File: config.mk
export PLATFORM = sky130hd
export DESIGN_NAME = btn_event_queue
export DESIGN_NICKNAME = d
export VERILOG_FILES = /design/src/rtl/btn_event_queue.sv
export SDC_FILE = /design/constraint.sdc
export NUM_CORES = 1
export LEC_CHECK = 0
export BUFFER_PORTS_ARGS = -buffer_cell sky130_fd_sc_hd__buf_4
export CORE_ASPECT_RATIO = 2
export CORE_MARGIN = 4
export CORE_UTILIZATION = 45
export CTS_CLUSTER_SIZE = 20
export DETAILED_ROUTE_END_ITERATION = 8
export SYNTH_ARGS = -nofsm -noshare
export SYNTH_HDL_FRONTEND = slang
export SYNTH_SLANG_ARGS = --single-unit
export TNS_END_PERCENT = 20
File: constraint.sdc
create_clock -name clk -period 2.9 [get_ports clk]
set_input_delay 0.435 -clock clk [delete_from_list [all_inputs] [get_ports clk]]
set_output_delay 0.435 -clock clk [all_outputs]
set_load 0.02 [all_outputs]
File: src/rtl/btn_event_queue.sv
// Per-button pulse latch, round-robin arbiter and event FIFO. It sits between
// the button debouncers and the game/menu consumer.
module btn_event_queue #(
  parameter  int N_BTN = 4,
  parameter  int DEPTH = 8,
  localparam int IDX_W = $clog2(N_BTN),
  localparam int PTR_W = $clog2(DEPTH),
  localparam int CNT_W = $clog2(DEPTH) + 1
) (
  input  logic             clk,
  input  logic             reset,
  input  logic [N_BTN-1:0] pulse_in,
  output logic             evt_valid,
  output logic [IDX_W-1:0] evt_code,
  input  logic             evt_ready,
  output logic [CNT_W-1:0] evt_count,
  output logic             coalesced,
  input  logic             clr_coalesced
);

  logic [N_BTN-1:0] pending_reg, pending_next;
  logic [IDX_W-1:0] rr_ptr_reg, rr_ptr_next;
  logic [PTR_W-1:0] rd_ptr_reg, rd_ptr_next;
  logic [PTR_W-1:0] wr_ptr_reg, wr_ptr_next;
  logic [CNT_W-1:0] count_reg, count_next;
  logic [IDX_W-1:0] code_reg, code_next;
  logic             coalesced_reg, coalesced_next;
  logic [IDX_W-1:0] mem [DEPTH];

  logic             pop, can_push;
  logic             grant_valid;
  logic [IDX_W-1:0] grant_idx;
  logic [N_BTN-1:0] grant_vec;
  logic [N_BTN-1:0] merge_vec;

  assign evt_valid = (count_reg != '0);
  assign evt_code  = code_reg;
  assign evt_count = count_reg;
  assign coalesced = coalesced_reg;

  assign pop      = evt_valid & evt_ready;
  assign can_push = (count_reg < CNT_W'(DEPTH)) | pop;

  // Search pending bits starting at rr_ptr, wrapping modulo N_BTN.
  always_comb begin
    logic [IDX_W:0]   cand;
    logic [IDX_W-1:0] cand_idx;
    grant_valid = 1'b0;
    grant_idx   = '0;
    cand        = '0;
    cand_idx    = '0;
    for (int k = 0; k < N_BTN; k++) begin
      cand = {1'b0, rr_ptr_reg} + (IDX_W+1)'(k);
      if (cand >= (IDX_W+1)'(N_BTN)) begin
        cand = cand - (IDX_W+1)'(N_BTN);
      end
      cand_idx = cand[IDX_W-1:0];
      if (!grant_valid && can_push && pending_reg[cand_idx]) begin
        grant_valid = 1'b1;
        grant_idx   = cand_idx;
      end
    end
  end

  // A pulse on a bit granted this cycle starts a fresh request; a pulse on a
  // still-waiting bit is merged and flagged.
  generate
    for (genvar gi = 0; gi < N_BTN; gi++) begin : g_btn
      assign grant_vec[gi]    = grant_valid && (grant_idx == IDX_W'(gi));
      assign merge_vec[gi]    = pulse_in[gi] & pending_reg[gi] & ~grant_vec[gi];
      assign pending_next[gi] = (pending_reg[gi] & ~grant_vec[gi]) | pulse_in[gi];
    end
  endgenerate

  always_comb begin
    rr_ptr_next = rr_ptr_reg;
    if (grant_valid) begin
      rr_ptr_next = (grant_idx == IDX_W'(N_BTN-1)) ? '0 : grant_idx + 1'b1;
    end
  end

  always_comb begin
    coalesced_next = coalesced_reg;
    if (|merge_vec) begin
      coalesced_next = 1'b1;
    end else if (clr_coalesced) begin
      coalesced_next = 1'b0;
    end
  end

  always_comb begin
    wr_ptr_next = grant_valid ? wr_ptr_reg + 1'b1 : wr_ptr_reg;
    rd_ptr_next = pop ? rd_ptr_reg + 1'b1 : rd_ptr_reg;
    count_next  = count_reg;
    if (grant_valid && !pop) begin
      count_next = count_reg + 1'b1;
    end else if (!grant_valid && pop) begin
      count_next = count_reg - 1'b1;
    end
  end

  // Registered head: forward the pushed code when it lands at the new head.
  always_comb begin
    code_next = code_reg;
    if (count_next != '0) begin
      if (grant_valid && (wr_ptr_reg == rd_ptr_next)) begin
        code_next = grant_idx;
      end else begin
        code_next = mem[rd_ptr_next];
      end
    end
  end

  always_ff @(posedge clk) begin
    if (grant_valid) begin
      mem[wr_ptr_reg] <= grant_idx;
    end
  end

  always_ff @(posedge clk) begin
    if (reset) begin
      pending_reg   <= '0;
      rr_ptr_reg    <= '0;
      rd_ptr_reg    <= '0;
      wr_ptr_reg    <= '0;
      count_reg     <= '0;
      code_reg      <= '0;
      coalesced_reg <= 1'b0;
    end else begin
      pending_reg   <= pending_next;
      rr_ptr_reg    <= rr_ptr_next;
      rd_ptr_reg    <= rd_ptr_next;
      wr_ptr_reg    <= wr_ptr_next;
      count_reg     <= count_next;
      code_reg      <= code_next;
      coalesced_reg <= coalesced_next;
    end
  end

endmodule

# Word level (Yosys, flattened, before mapping)
# Memories as Yosys holds them, arrays and structs flattened. A register that Yosys moved wholly into a read port is not among the register bits.
# Cells that the tools add are included.
totals:
  input_bits: 8
  ramBits: 16
  output_inout_bits: 8
  wordCells: 104
  regBits: 17
  mem_count: 1
memory_table:
  columns: ["memory", "words", "width", "read_ports", "rd_clocked_by_memory_dff", "write_ports", "line", "source"]
  rows:
  - ["mem", 8, 2, 1, 1, 1, "28", "logic [IDX_W-1:0] mem [DEPTH];"]
op_classes:
  magnitude_cmp: 9
  n_mux: 28
  n_reduce_logical: 23
  n_addsub: 12
  n_eq_ne: 3
  n_bitwise: 22
ops:
  columns: ["operator", "n"]
  rows:
  - ["$mux W2", 9]
  - ["$and A1 B1 Y1", 13]
  - ["$logic_and A1 B1 Y1", 13]
  - ["$lt A2 B3 Y1 const B", 4]
  - ["$mux W1", 12]
  - ["$ge A3 B3 Y1 const B", 3]
  - ["$bmux W1 S2", 4]
  - ["$mux W4", 2]
  - ["$reduce_bool A4 Y1", 2]
  - ["$sub A2 B1 Y2 const B", 4]
  - ["$add A2 B2 Y3 const B", 2]
  - ["$add A3 B1 Y3 const B", 2]
  - ["$logic_not A1 Y1", 5]
  - ["$or A1 B1 Y1", 5]
  - ["$add A4 B1 Y4 const B", 1]
  - ["$eq A2 B2 Y1 const B", 2]
  - ["$lt A4 B4 Y1 const B", 1]
  - ["$not A1 Y1", 4]
  - ["$reduce_or A4 Y1", 1]
  - ["$sub A4 B1 Y4 const B", 1]
  - ["$add A2 B1 Y3 const B", 1]
  - ["$ge A2 B3 Y1 const B", 1]
  - ["$mux W3", 1]
  - ["$add A2 B1 Y2 const B", 1]
  - ["3 further kinds", 3]

# Logic depth before layout (Yosys ltp)
logic_depth:
  ltp_word: 24
  ltp_mapped: 9
  ltp_nobuf: 9

# Least setup slack after synthesis
# No wires, ideal clock.
synth_timing:
  path_type: "input-to-reg"
  startpoint: "input port evt_ready"
  endpoint: "register coalesced_reg, in the netlist coalesced"
  required_time_ps: 2826
  path_buffers: 1
  path_stages: 9
  t_arrival_ps: 2478
  setup_time_ps: 74
  slack_ps: 348
  path_cell_list: "clkbuf_1 -> or2b_1 -> o21ai_0 -> a211oi_1 -> inv_1 -> ha_1 -> a21oi_1 -> a22oi_1 -> a31oi_1"
synth_between:
  elab_chain_len: 22
  word_cells_on_any_way: 39
  cone_classes: "eq/ne (3); mux (9); bitwise (10); reduce/logical (17)"
synth_rtl:
  columns: ["element", "line", "source"]
  rows:
  - ["start: declaration", "15", "input logic evt_ready,"]
  - ["$and A1 B1 Y1 (*)", "41", "assign pop = evt_valid & evt_ready;"]
  - ["$or A1 B1 Y1 (*)", "42", "assign can_push = (count_reg < CNT_W'(DEPTH)) | pop;"]
  - ["$logic_and A1 B1 Y1", "58", "if (!grant_valid && can_push && pending_reg[cand_idx]) begin"]
  - ["$mux W1", "58", null]
  - ["$logic_not A1 Y1", "58", null]
  - ["$logic_and A1 B1 Y1 (2 in series)", "58", null]
  - ["$mux W1", "58", null]
  - ["$logic_not A1 Y1", "58", null]
  - ["[6 not listed]", null, null]
  - ["$mux W2 (*)", "58", null]
  - ["named net grant_idx[0]", "32", "logic [IDX_W-1:0] grant_idx;"]
  - ["$eq A2 B1 Y1, or another cell as far along", "69", "assign grant_vec[gi] = grant_valid && (grant_idx == IDX_W'(gi));"]
  - ["$logic_and A1 B1 Y1", "69", null]
  - ["$not A1 Y1", "70", "assign merge_vec[gi] = pulse_in[gi] & pending_reg[gi] & ~grant_vec[gi];"]
  - ["$and A1 B1 Y1", "70", null]
  - ["$reduce_or A4 Y1 (*)", "84", "if (|merge_vec) begin"]
  - ["$mux W1 or $reduce_bool A2 Y1 (tied branches)", null, null]
  - ["end signal: assignment", "136", "coalesced_reg <= coalesced_next;"]
  - ["end: declaration", "27", "logic coalesced_reg, coalesced_next;"]
# Mark *: on every way through the listed nets, which the timed path passes. The rest lies on a longest branch.
# A chain may end at the register's enable or synchronous reset.

# Final worst setup path
layout_timing:
  startpoint: "register count_reg[0], in the netlist evt_count[0]"
  endpoint: "register code_reg[1], in the netlist evt_code[1] (read register of mem)"
layout_between:
  elab_chain_len: 22
  word_cells_on_any_way: 28
  cone_classes: "add/sub (2); order compare (1); mux (7); bitwise (2); reduce/logical (16)"
layout_rtl:
  columns: ["element", "line", "source"]
  rows:
  - ["start: declaration", "25", "logic [CNT_W-1:0] count_reg, count_next;"]
  - ["start signal: assignment", "134", "count_reg <= count_next;"]
  - ["branches (longest 22 deep; another with $lt A4 B4 Y1)", null, null]
  - ["end: declaration", "26", "logic [IDX_W-1:0] code_reg, code_next;"]
# Several ways; the timed one is not identified.

==> impl.org <==
** Clocking
- In this run the post-CTS setup repair buffer count came out at 0.
- Post-CTS sizing :: 0
- Clock root buffer :: sky130_fd_sc_hd__clkbuf_8
- Clock buffers created by TritonCTS :: 5
- For this design, the sink count on the clock tree is 35.
- After clock tree synthesis, the flow added hold-fix buffers numbering 0.
- Clock H-tree levels :: 2
- Reg clk slew, reported paths :: around 70 ps
- TritonCTS built the clock tree.
- The longest clock path from root to sink contains 2 buffers.
- Later-pin clock latency in the skew report :: 280 ps

** Min path
- Startpoint of the worst hold path :: pulse_in[3]
- Path category of the worst min-delay check :: in -> reg

** Floorplan
- Die outline height :: a little over 100 um
- In this run the count of I/O pins placed on the die edge is 16.
- Site row count :: 33
- CORE AREA :: 4170 um2
- Chip width :: 54.7 um
- The die covers 5540 um2.
- Starting utilization of the core area :: 0.470

** Routing
- Mean number of vias per cell :: between 5 and 6
- In this run the remaining antenna-violating nets after routing total 0.
- Overall routed net length :: about 4200 um
- Detailed-route via count :: 1444
- For this run, design rule violations remaining after detail routing come to 0.
- First DRT Iteration DRCs :: 24
- Detailed Routing Iterations Pass 1 :: 4
- After detailed routing, the average wire length per cell comes to about 17 um.

** Run
- Max_cap viols :: 0

** Synthesis
- Counting every net in the synthesized netlist gives 198.
- Synth warn :: 0
- Synth cell types :: 43
- The share of the Yosys chip area taken by registers is 0.439.
- Count of flip-flops with a built-in enable after synthesis :: 16
- Counting flops and latches in the post-synthesis netlist gives 35.
- The synthesized netlist occupies a cell area of 1960 um2.
- For this run, the leading register cell type out of synthesis is sky130_fd_sc_hd__dfxtp_1.
- Avg Inst Size Synth :: 10.8 um2
- Synthesis produced 182 cells.
- In the synthesized netlist the async set-or-reset flop fraction comes to 0.

** Critical path
- In this run the critical register-to-register path is launched from evt_count[0]$_SDFF_PP0_.
- Category of the worst setup path launch point :: flop
- STA classifies the critical path endpoint as a flop.
- Maximum fanout along the worst path :: 7
- Req. time, crit path :: just over 3000 ps
- Data arrives at the worst endpoint at 2670 ps.
- The worst setup path is of the reg -> reg kind.
- The critical path starts at evt_count[0]$_SDFF_PP0_.

** Finish
- Max FFs per register :: 16
- Commonest cells after routing, fill and taps aside :: sky130_fd_sc_hd__nor2_1 (23), sky130_fd_sc_hd__buf_4 (20), sky130_fd_sc_hd__dfxtp_1 (19), sky130_fd_sc_hd__edfxtp_1 (16), sky130_fd_sc_hd__nand2_1 (15)
- The number of antenna diodes in the final layout is 0.
- Final design utilization :: 0.540
- Count of nets after finishing :: 217
- Layout cells sized above 1 :: 0.208
- Leaving out fill and tap cells, the most frequent cell in the layout is sky130_fd_sc_hd__nor2_1.
- The area growth from synthesis to layout is 14.9%.

** Placed design
- Gpl congestion :: 0.846
- Placement Setup Slack :: 466 ps
- Port buffering added 15 buffers.
- Summed over all nets, the half-perimeter wirelength after detailed placement is 3350 um.

** STA
- Across all setup checks in the final design, the least slack found is 446 ps.
- Max Fclk :: 408 MHz
- For the pin with the worst max-slew slack, the measured transition is 495 ps.
- Final setup skew :: roughly 4.8 ps
- Max_slew headroom :: 0.669
- The clock period could shrink to around 2500 ps.
- Slew Viols, Final :: 0
- Final period util :: 0.846
- Setup repair after global routing missed its margin :: no
- Number of endpoints with negative hold slack in the final report :: 0
- Final count of negative-setup-slack endpoints :: 0
- Summed negative setup slack over all endpoints :: 0 ps

** Global route
- The first global-routing pass estimated ~7000 um of wire.
- Grt total ovfl :: 0
- The number of global-route vias before repair came to 1478.
- For this run, the total global-route usage over all layers was measured as 0.176.
- The number of antenna violations at the first check in global routing is 0.
- Pin count of the biggest net entering global routing :: 15

** Power
- Peak VDD IR :: between 600 and 700 uV
- Dividing total power by cell area gives a power density of 974 nW/um2.
- The analysis attributes to cell leakage a power of 0.000928 uW.

** Run status
- Result of the run :: complete, no violations
[critical path, stage by stage, from the launching register on]
cell	delay (ps)
sky130_fd_sc_hd__dfxtp_1	370
sky130_fd_sc_hd__inv_1	80
sky130_fd_sc_hd__ha_1	200
sky130_fd_sc_hd__or3b_1	500
sky130_fd_sc_hd__a211o_1	420
sky130_fd_sc_hd__mux2i_1	160
sky130_fd_sc_hd__a32oi_1	110
sky130_fd_sc_hd__or3_1	420
sky130_fd_sc_hd__a21oi_1	130
[layer usage]
layer	track usage	vias up	share of wire
met5	0	-	0
met4	0.0710	0	0.019
met3	0.0221	7	0.034
met2	0.339	32	0.61
met1	0.174	703	0.33
li1	-	702	-
[cell usage after synthesis (all sizes together) (2+ instances only)]
| master | instances | area [um2] |
|---|---|---|
| a211o | 2 | 17.5 |
| a211oi | 2 | 15.0 |
| a21boi | 2 | 15.0 |
| a21oi | 9 | 45.0 |
| a311oi | 2 | 35.0 |
| and2 | 4 | 25.0 |
| and4bb | 2 | 25.0 |
| buf | 4 | 26.3 |
| clkbuf | 4 | 15.0 |
| dfxtp | 19 | 380 |
| edfxtp | 16 | 480 |
| ha | 8 | 100 |
| inv | 10 | 37.5 |
| mux2i | 10 | 100 |
| mux4 | 8 | 180 |
| nand2 | 15 | 56.3 |
| nand2b | 2 | 12.5 |
| nand3 | 2 | 10.0 |
| nor2 | 23 | 86.3 |
| nor2b | 5 | 31.3 |
| nor3 | 5 | 25.0 |
| nor4 | 3 | 33.8 |
| o21ai | 2 | 10.0 |
| o22ai | 2 | 12.5 |
| o41ai | 2 | 17.5 |
| xnor2 | 3 | 26.3 |
| xor2 | 4 | 35.0 |
[logic make-up after synthesis]
logic type,Yosys count,share of synthesized area
buffers and inverters,18,0.0402
flip-flops,35,0.439
adder cells (fa/ha/maj),8,0.0510
multiplexers,18,0.143
XOR/XNOR,8,0.0427
AO/OA/AOI/OAI,29,0.111
AND/OR/NAND/NOR,66,0.173
[power breakdown]
part,internal [uW],total [uW],switching [uW],leakage [uW]
sequential,637,737,101,0.000305
combinational,477,1010,534,0.000562
clock,278,448,170,0.0000612
[layout make-up]
class	count	area, um2
well taps	52	65.1
inverters	10	37.5
fillers	361	1920
repair buffers	20	150
multi-input cells	129	1020
flip-flops and latches	35	861
clock inverters	2	35.0
clock buffers	6	82.6
[path summary, 6_finish.rpt]
path | end | slack (ps) | cells after the start
max | evt_code[1]$_SDFFE_PP0P_ | 450 | 8
min | pending_reg[3]$_SDFF_PP0_ | 370 | 3
max reg2reg | evt_code[1]$_SDFFE_PP0P_ | 450 | 8
min reg2reg | rr_ptr_reg[1]$_SDFFE_PP0P_ | 530 | 2
[stage by stage]
| stage | hold slack (ps) | area [um2] | power [uW] | instances |
|---|---|---|---|---|
| floorplan | 475 | 1960 | 1520 | 182 |
| global placement | 504 | 2140 | 1730 | 246 |
| detailed placement | 521 | 2140 | 1770 | 246 |
| CTS | 358 | 2250 | 2220 | 254 |
| global route | 371 | 2250 | 2330 | 254 |
| finish | 370 | 2250 | 2200 | 254 |
(Power assumes the default switching activity.)
